[src/rtl/event_encoder_25_pkg.sv]
// event_encoder_25_pkg: shared constants, state encoding and sizing helpers for the latency encoder
package event_encoder_25_pkg;
  localparam int N_PIX = 25;
  typedef enum logic [1:0] {
    IDLE = 2'd0,
    RUN  = 2'd1,
    DONE = 2'd2
  } state_e;
  function automatic int clog2(input int v);
    int r;
    r = 0;
    while ((1 << r) < v) r++;
    return r;
  endfunction
  function automatic int pix_max(input int w);
    return (1 << w) - 1;
  endfunction
endpackage

[src/rtl/event_encoder_25_cell.sv]
// event_enc_cell: one pixel register plus registered one-shot spike when MAX-pixel equals the current step
module event_enc_cell #(
  parameter int p_pix_width = 4
) (
  input  logic                   clk,
  input  logic                   rst,
  input  logic                   load_i,
  input  logic [p_pix_width-1:0] pixel_i,
  input  logic                   fire_en_i,
  input  logic [p_pix_width-1:0] step_i,
  input  logic                   clear_i,
  output logic                   event_o
);
  localparam logic [p_pix_width-1:0] MAXV = '1;
  logic [p_pix_width-1:0] pix_q;
  logic                   ev_q, ev_d;
  always_comb ev_d = !clear_i && fire_en_i && (pix_q != '0) && ((MAXV - pix_q) == step_i);
  always_ff @(posedge clk) begin
    if (rst) begin
      pix_q <= '0;
      ev_q  <= 1'b0;
    end else begin
      if (load_i) pix_q <= pixel_i;
      ev_q <= ev_d;
    end
  end
  assign event_o = ev_q;
endmodule

[src/rtl/event_encoder_25.sv]
// event_encoder_25: 5x5 time-to-first-spike encoder; i_pixels/i_valid/i_clear in, o_event/o_ready/o_busy/o_done out
module event_encoder_25
  import event_encoder_25_pkg::*;
#(
  parameter int p_pix_width = 4,
  parameter int p_tick      = 4
) (
  input  logic                         i_clk,
  input  logic                         i_rst,
  input  logic [N_PIX*p_pix_width-1:0] i_pixels,
  input  logic                         i_valid,
  output logic                         o_ready,
  input  logic                         i_clear,
  output logic [N_PIX:1]               o_event,
  output logic                         o_busy,
  output logic                         o_done
);
  localparam int MAX = pix_max(p_pix_width);
  localparam int TW  = (clog2(p_tick) < 1) ? 1 : clog2(p_tick);
  state_e                 state_q, state_d;
  logic [p_pix_width-1:0] step_q, step_d;
  logic [TW-1:0]          tick_q, tick_d;
  logic                   clr, accept, tick_wrap, last_step, fire_en;
  assign clr       = i_clear && (state_q != IDLE);
  assign accept    = (state_q == IDLE) && i_valid && !i_clear;
  assign tick_wrap = tick_q == TW'(p_tick - 1);
  assign last_step = step_q == p_pix_width'(MAX);
  assign fire_en   = (state_q == RUN) && (tick_q == '0);
  always_comb begin
    state_d = state_q;
    step_d  = step_q;
    tick_d  = tick_q;
    if (clr) begin
      state_d = IDLE;
      step_d  = '0;
      tick_d  = '0;
    end else if (state_q == IDLE) begin
      state_d = accept ? RUN : IDLE;
      step_d  = '0;
      tick_d  = '0;
    end else if (state_q == RUN) begin
      tick_d  = tick_wrap ? '0 : tick_q + 1'b1;
      step_d  = !tick_wrap ? step_q : (last_step ? '0 : step_q + 1'b1);
      state_d = (tick_wrap && last_step) ? DONE : RUN;
    end else begin
      state_d = IDLE;
    end
  end
  always_ff @(posedge i_clk) begin
    if (i_rst) begin
      state_q <= IDLE;
      step_q  <= '0;
      tick_q  <= '0;
    end else begin
      state_q <= state_d;
      step_q  <= step_d;
      tick_q  <= tick_d;
    end
  end
  for (genvar g = 1; g <= N_PIX; g++) begin : g_cell
    event_enc_cell #(.p_pix_width(p_pix_width)) u_cell (
      .clk      (i_clk),
      .rst      (i_rst),
      .load_i   (accept),
      .pixel_i  (i_pixels[g*p_pix_width-1 -: p_pix_width]),
      .fire_en_i(fire_en),
      .step_i   (step_q),
      .clear_i  (clr),
      .event_o  (o_event[g])
    );
  end
  assign o_ready = state_q == IDLE;
  assign o_busy  = state_q == RUN;
  assign o_done  = state_q == DONE;
endmodule

[config.mk]
export PLATFORM = sky130hd
export DESIGN_NAME = event_encoder_25
export DESIGN_NICKNAME = d
export VERILOG_FILES = /design/src/rtl/event_encoder_25_pkg.sv /design/src/rtl/event_encoder_25_cell.sv /design/src/rtl/event_encoder_25.sv
export SDC_FILE = /design/constraint.sdc
export NUM_CORES = 1
export LEC_CHECK = 0
export ABC_CLOCK_PERIOD_IN_PS = 5000
export CAP_MARGIN = 20
export CORE_ASPECT_RATIO = 0.9
export CORE_MARGIN = 5
export CORE_UTILIZATION = 40
export DETAILED_ROUTE_END_ITERATION = 10
export GPL_TIMING_DRIVEN = 0
export PLACE_DENSITY = 0.66
export SLEW_MARGIN = 0
export SYNTH_ARGS = -nofsm -noshare
export SYNTH_HDL_FRONTEND = slang
export SYNTH_HIERARCHICAL = 1
export SYNTH_SLANG_ARGS = --single-unit
[constraint.sdc]
create_clock -name i_clk -period 5 [get_ports i_clk]
set_clock_uncertainty 0.05 [all_clocks]
set_input_delay 0.5 -clock i_clk [delete_from_list [all_inputs] [get_ports i_clk]]
set_output_delay 0.5 -clock i_clk [all_outputs]
set_load 0.005 [all_outputs]
Word-level counts from Yosys, hierarchy flattened
Index checks and enable logic that the tools add are counted.
{"block": "classes", "n_reduce_logical": 89, "n_mux": 6, "eq_ne": 29, "add_sub_neg": 27}
{"operator": "== test 4 bit", "count": 25}
{"operator": "nonzero test 4 bit", "count": 25}
{"operator": "subtractor 4 bit (first input constant)", "count": 25}
{"operator": "logical AND 1 bit", "count": 56}
{"operator": "two-way mux 2 bit", "count": 4}
{"operator": "adder 4 x 1 -> 4 bit (second input constant)", "count": 1}
{"operator": "== test 2 bit (second input constant)", "count": 2}
{"operator": "== test 4 bit (second input constant)", "count": 1}
{"operator": "zero test 2 bit", "count": 2}
{"operator": "two-way mux 4 bit", "count": 1}
{"operator": "OR reduction 3 bit", "count": 1}
{"operator": "adder 2 x 1 -> 2 bit (second input constant)", "count": 1}
{"operator": "== test 2 x 1 -> 1 bit (second input constant)", "count": 1}
{"operator": "zero test 1 bit", "count": 2}
{"operator": "AND reduction 2 bit", "count": 1}
{"operator": "nonzero test 2 bit", "count": 1}
{"operator": "OR reduction 2 bit", "count": 1}
{"operator": "two-way mux 1 bit", "count": 1}
{"block": "word_totals", "elab_cells": 204, "out_inout_bits": 28, "reg_bits": 133}

Depth between registers and ports, before layout
{"block": "logic_depth", "depth_word": 6, "depth_mapped": 5}

Cells and area by module
Netlist, hierarchy kept.
{"module": "event_enc_cell", "area_per_inst_um2": 221.5, "cells_each": 22, "instances": 25}
{"module": "event_encoder_25", "area_per_inst_um2": 444.2, "cells_each": 50, "instances": 1}

Worst setup path before layout
Ideal clock, no wire load.
{"block": "synth_path", "path_type": "input port to flip-flop", "from": "in i_clear", "to": "reg g_cell[10].u_cell.pix_q[0]", "slack_ns": 1.821, "path_stages": 4, "setup_time_ns": 0.114, "arrival_ns": 3.015, "n_path_buf": 1, "path_cell_list": "nor4b_1 clkbuf_2 mux2i_1 nor2_1"}
{"block": "synth_between", "elab_chain_len": 2}
{"element": "start, declared", "line_no": "event_encoder_25.sv:13", "text": "input logic i_clear,"}
{"element": "zero test 1 bit", "line_no": "event_encoder_25.sv:25", "text": "assign accept = (state_q == IDLE) && i_valid && !i_clear;"}
{"element": "logical AND 1 bit", "line_no": "event_encoder_25.sv:25"}
{"element": "end signal, assigned", "line_no": "event_encoder_25_cell.sv:23", "text": "if (load_i) pix_q <= pixel_i;"}
{"element": "end, declared", "line_no": "event_encoder_25_cell.sv:15", "text": "logic [p_pix_width-1:0] pix_q;"}
No other way between the ends.
A chain may end at the register's enable or synchronous reset.

Worst setup path in the final report
{"block": "layout_path", "from": "in i_valid", "to": "reg g_cell[25].u_cell.pix_q[1]"}
{"block": "layout_between", "elab_chain_len": 2}
{"element": "start, declared", "line_no": "event_encoder_25.sv:11", "text": "input logic i_valid,"}
{"element": "logical AND 1 bit (2 in a row)", "line_no": "event_encoder_25.sv:25"}
{"element": "named net accept", "line_no": "event_encoder_25.sv:23", "text": "logic clr, accept, tick_wrap, last_step, fire_en;"}
{"element": "end signal, assigned", "line_no": "event_encoder_25_cell.sv:23"}
{"element": "end, declared", "line_no": "event_encoder_25_cell.sv:15"}
The timed path passes the listed nets, and every way through them passes these cells.

==> impl_metrics.env <==
export IMPL_clock_sinks=133
export IMPL_start_kind="input port"
export IMPL_start_util_pct=40.6
export IMPL_cts_tree="done"
export IMPL_rsz0062_at_grt="no"
export IMPL_setup_viol=0
export IMPL_outcome="finished clean"
export IMPL_period_needed_ps=2480
export IMPL_hpwl_um=10500
export IMPL_drive_gt1_share_pct=9.35
export IMPL_fin_crit_sh_pct=49.5
export IMPL_worstPathArrival_ps=2710
export IMPL_yosysWarnings=6
export IMPL_power_density_nw_per_um2=317
export IMPL_final_hold_violation_count=0
export IMPL_synth_top_family_by_area="multiplexers"
export IMPL_seq_area_frac_synth_pct=44.5
export IMPL_vdd_ir_drop_max_mv=0.225
export IMPL_final_setup_tns_ps=0
export IMPL_die_area_sq_um=17500
export IMPL_core_area_sq_um=14700
export IMPL_clock_fmax_ghz=0.404
export IMPL_final_nets=866
export IMPL_synthMuxAreaShare_pct=21.3
export IMPL_drt_initial_drc_count=189
export IMPL_syn_nets=707
export IMPL_slew_headroom_pct=26.0
export IMPL_place_gp_congestion=0.796
export IMPL_first_pass_iters=4
export IMPL_grt_total_usage_pct=18.1
export IMPL_cp_required_ps=5240
export IMPL_routed_wl_um=15200
export IMPL_synth_compound_area_share_pct=4.00
export IMPL_grt_overflow_total=0
export IMPL_crit_path_end_kind="flip-flop"
export IMPL_vias=4754
export IMPL_holdWs_ps=473
export IMPL_r2r_slack_ps=2600
export IMPL_grt_pass1_vias=5130
export IMPL_antenna_diode_count=0
export IMPL_ant_nets=0
export IMPL_total_leakage_power_nw=3.08
export IMPL_final_cells=968
export IMPL_remaining_drc_errors=0
export IMPL_cts_hold_buf=0
export IMPL_final_common_cell="nor2_1"
export IMPL_worstMarginPinSlew_ps=1110
export IMPL_grt_max_degree=77
export IMPL_yosys_area_share_adder_pct=0.628
export IMPL_die_h_um=126
export IMPL_worstSetupPathType="in -> reg"
export IMPL_place_inst=938
export IMPL_synthSimpleGateAreaFrac_pct=16.0
export IMPL_finalPower_mw=2.63
export IMPL_clk_pin_slew_worst_paths_ps=50
export IMPL_post_cts_resized=0
export IMPL_post_drt_wl_per_cell_um=15.7
export IMPL_placementRows=42
export IMPL_synth_cell_type_count=26
export IMPL_synth_xor_area_share_pct=11.1
export IMPL_clk_latency_ps=420
export IMPL_cts_buffers=17
export IMPL_htree_levels=4
export IMPL_syn_avg_cell_area_sq_um=9.97
export IMPL_viasPerCell=4.91
export IMPL_hold_path_class="reg -> reg"
export IMPL_die_w_um=139
export IMPL_syn_instance_count=600
export IMPL_synth_seq_cells=133
export IMPL_slew_violations=0
export IMPL_grt_pass1_wl_um=25600
export IMPL_syn2layout_area_growth_pct=38.7
export IMPL_max_cap_violations=0
export IMPL_port_buffers=131
export IMPL_netlist_area_sq_um=5980
export IMPL_io_pins=132
export IMPL_clk_path_buf_depth=2
export IMPL_critPathMaxFanout=8
export IMPL_layout_common_cells="nor2_1 (132), clkdlybuf4s50_1 (130), dfxtp_1 (129)"
export IMPL_cts_setup_buffers=0
export IMPL_antenna_found_initial=0
export IMPL_cts_root_buf="clkbuf_16"
-- worst paths after layout --
kind | start | endpoint | cells past startpoint
max reg2reg | state_q[0] | g_cell[25].u_cell/pix_q[1] | 7
max | i_valid | g_cell[25].u_cell/pix_q[1] | 7
min | g_cell[20].u_cell/pix_q[3] | g_cell[20].u_cell/pix_q[3] | 2
min reg2reg | g_cell[20].u_cell/pix_q[3] | g_cell[20].u_cell/pix_q[3] | 2
-- sequential cells by signal, summed over array words and instances (netlist names) --
signal / count
g_cell.u_cell/event_o: 25
g_cell.u_cell/pix_q: 100
state_q: 2
step_q: 4
tick_q: 2
-- power breakdown --
group / switching [mW] / leakage (nW) / internal [mW] / total, mW
Combinational: 0.101 / 1.70 / 0.156 / 0.257
Clock: 0.432 / 0.290 / 0.808 / 1.24
Sequential: 0.0338 / 1.08 / 1.10 / 1.13
Total: 0.567 / 3.08 / 2.06 / 2.63
-- layout make-up --
class                           count  area, sq um
Fill cell                        1257         6420
Multi-Input combinational cell    438         3180
Sequential cell                   133         2670
Timing Repair Buffer              140         1470
Clock buffer                       27          523
Tap cell                          198          248
Buffer                             27          140
Clock inverter                      3         65.1
Inverter                            2         7.51
-- per-stage QoR --
stage / utilization, % / setup WS [ps] / area, sq um
2_1_floorplan: - / 1820 / 5980
3_3_place_gp: 51.2 / -1840 / 7540
3_5_place_dp: 52.4 / 2060 / 7710
4_1_cts: 56.4 / 2500 / 8300
5_1_grt: 56.4 / 2370 / 8300
6_report: 56.4 / 2520 / 8300
-- cells by family (layout without fill, tap and decap cells) --
kind of cell	count (synthesis)	count (layout)
multiplexers	127	127
AND/OR/NAND/NOR	199	199
XOR/XNOR	76	76
flip-flops	133	133
adder cells (fa/ha/maj)	3	3
AO/OA/AOI/OAI	33	33
buffers and inverters	29	199
-- Yosys cell counts --
master	n	area, sq um
a21oi_1	2	10.0
a21oi_2	1	8.76
a311oi_1	1	8.76
a41oi_1	1	8.76
and2_1	2	12.5
and3_4	1	11.3
and4_1	25	219
buf_4	2	15.0
clkbuf_2	25	125
dfxtp_1	133	2660
ha_1	3	37.5
inv_1	2	7.51
mux2i_1	127	1270
nand2_1	3	11.3
nand3_1	2	10.0
nand3b_4	1	20.0
nand4b_1	1	8.76
nor2_1	132	495
nor2b_1	3	18.8
nor3_1	27	135
nor4b_1	1	8.76
o21ai_1	3	15.0
o31ai_1	25	188
or3_1	1	6.26
xnor2_1	75	657
xor2_1	1	8.76
-- critical path, stage by stage --
cell and delay [ps]:
clkdlybuf4s50_1 500, nor4b_2 770, buf_4 310, buf_4 170, clkbuf_2 190, mux2i_1 220, nor2_1 50
-- metal layers --
layer,global-route usage (%),routed length (um),up-vias
met5,0,0,-
met3,5.76,877,24
met4,6.90,271,0
met1,22.2,6760,2209
met2,29.9,7310,122
li1,-,-,2399
No activity file was read; power rests on OpenSTA's default activity.
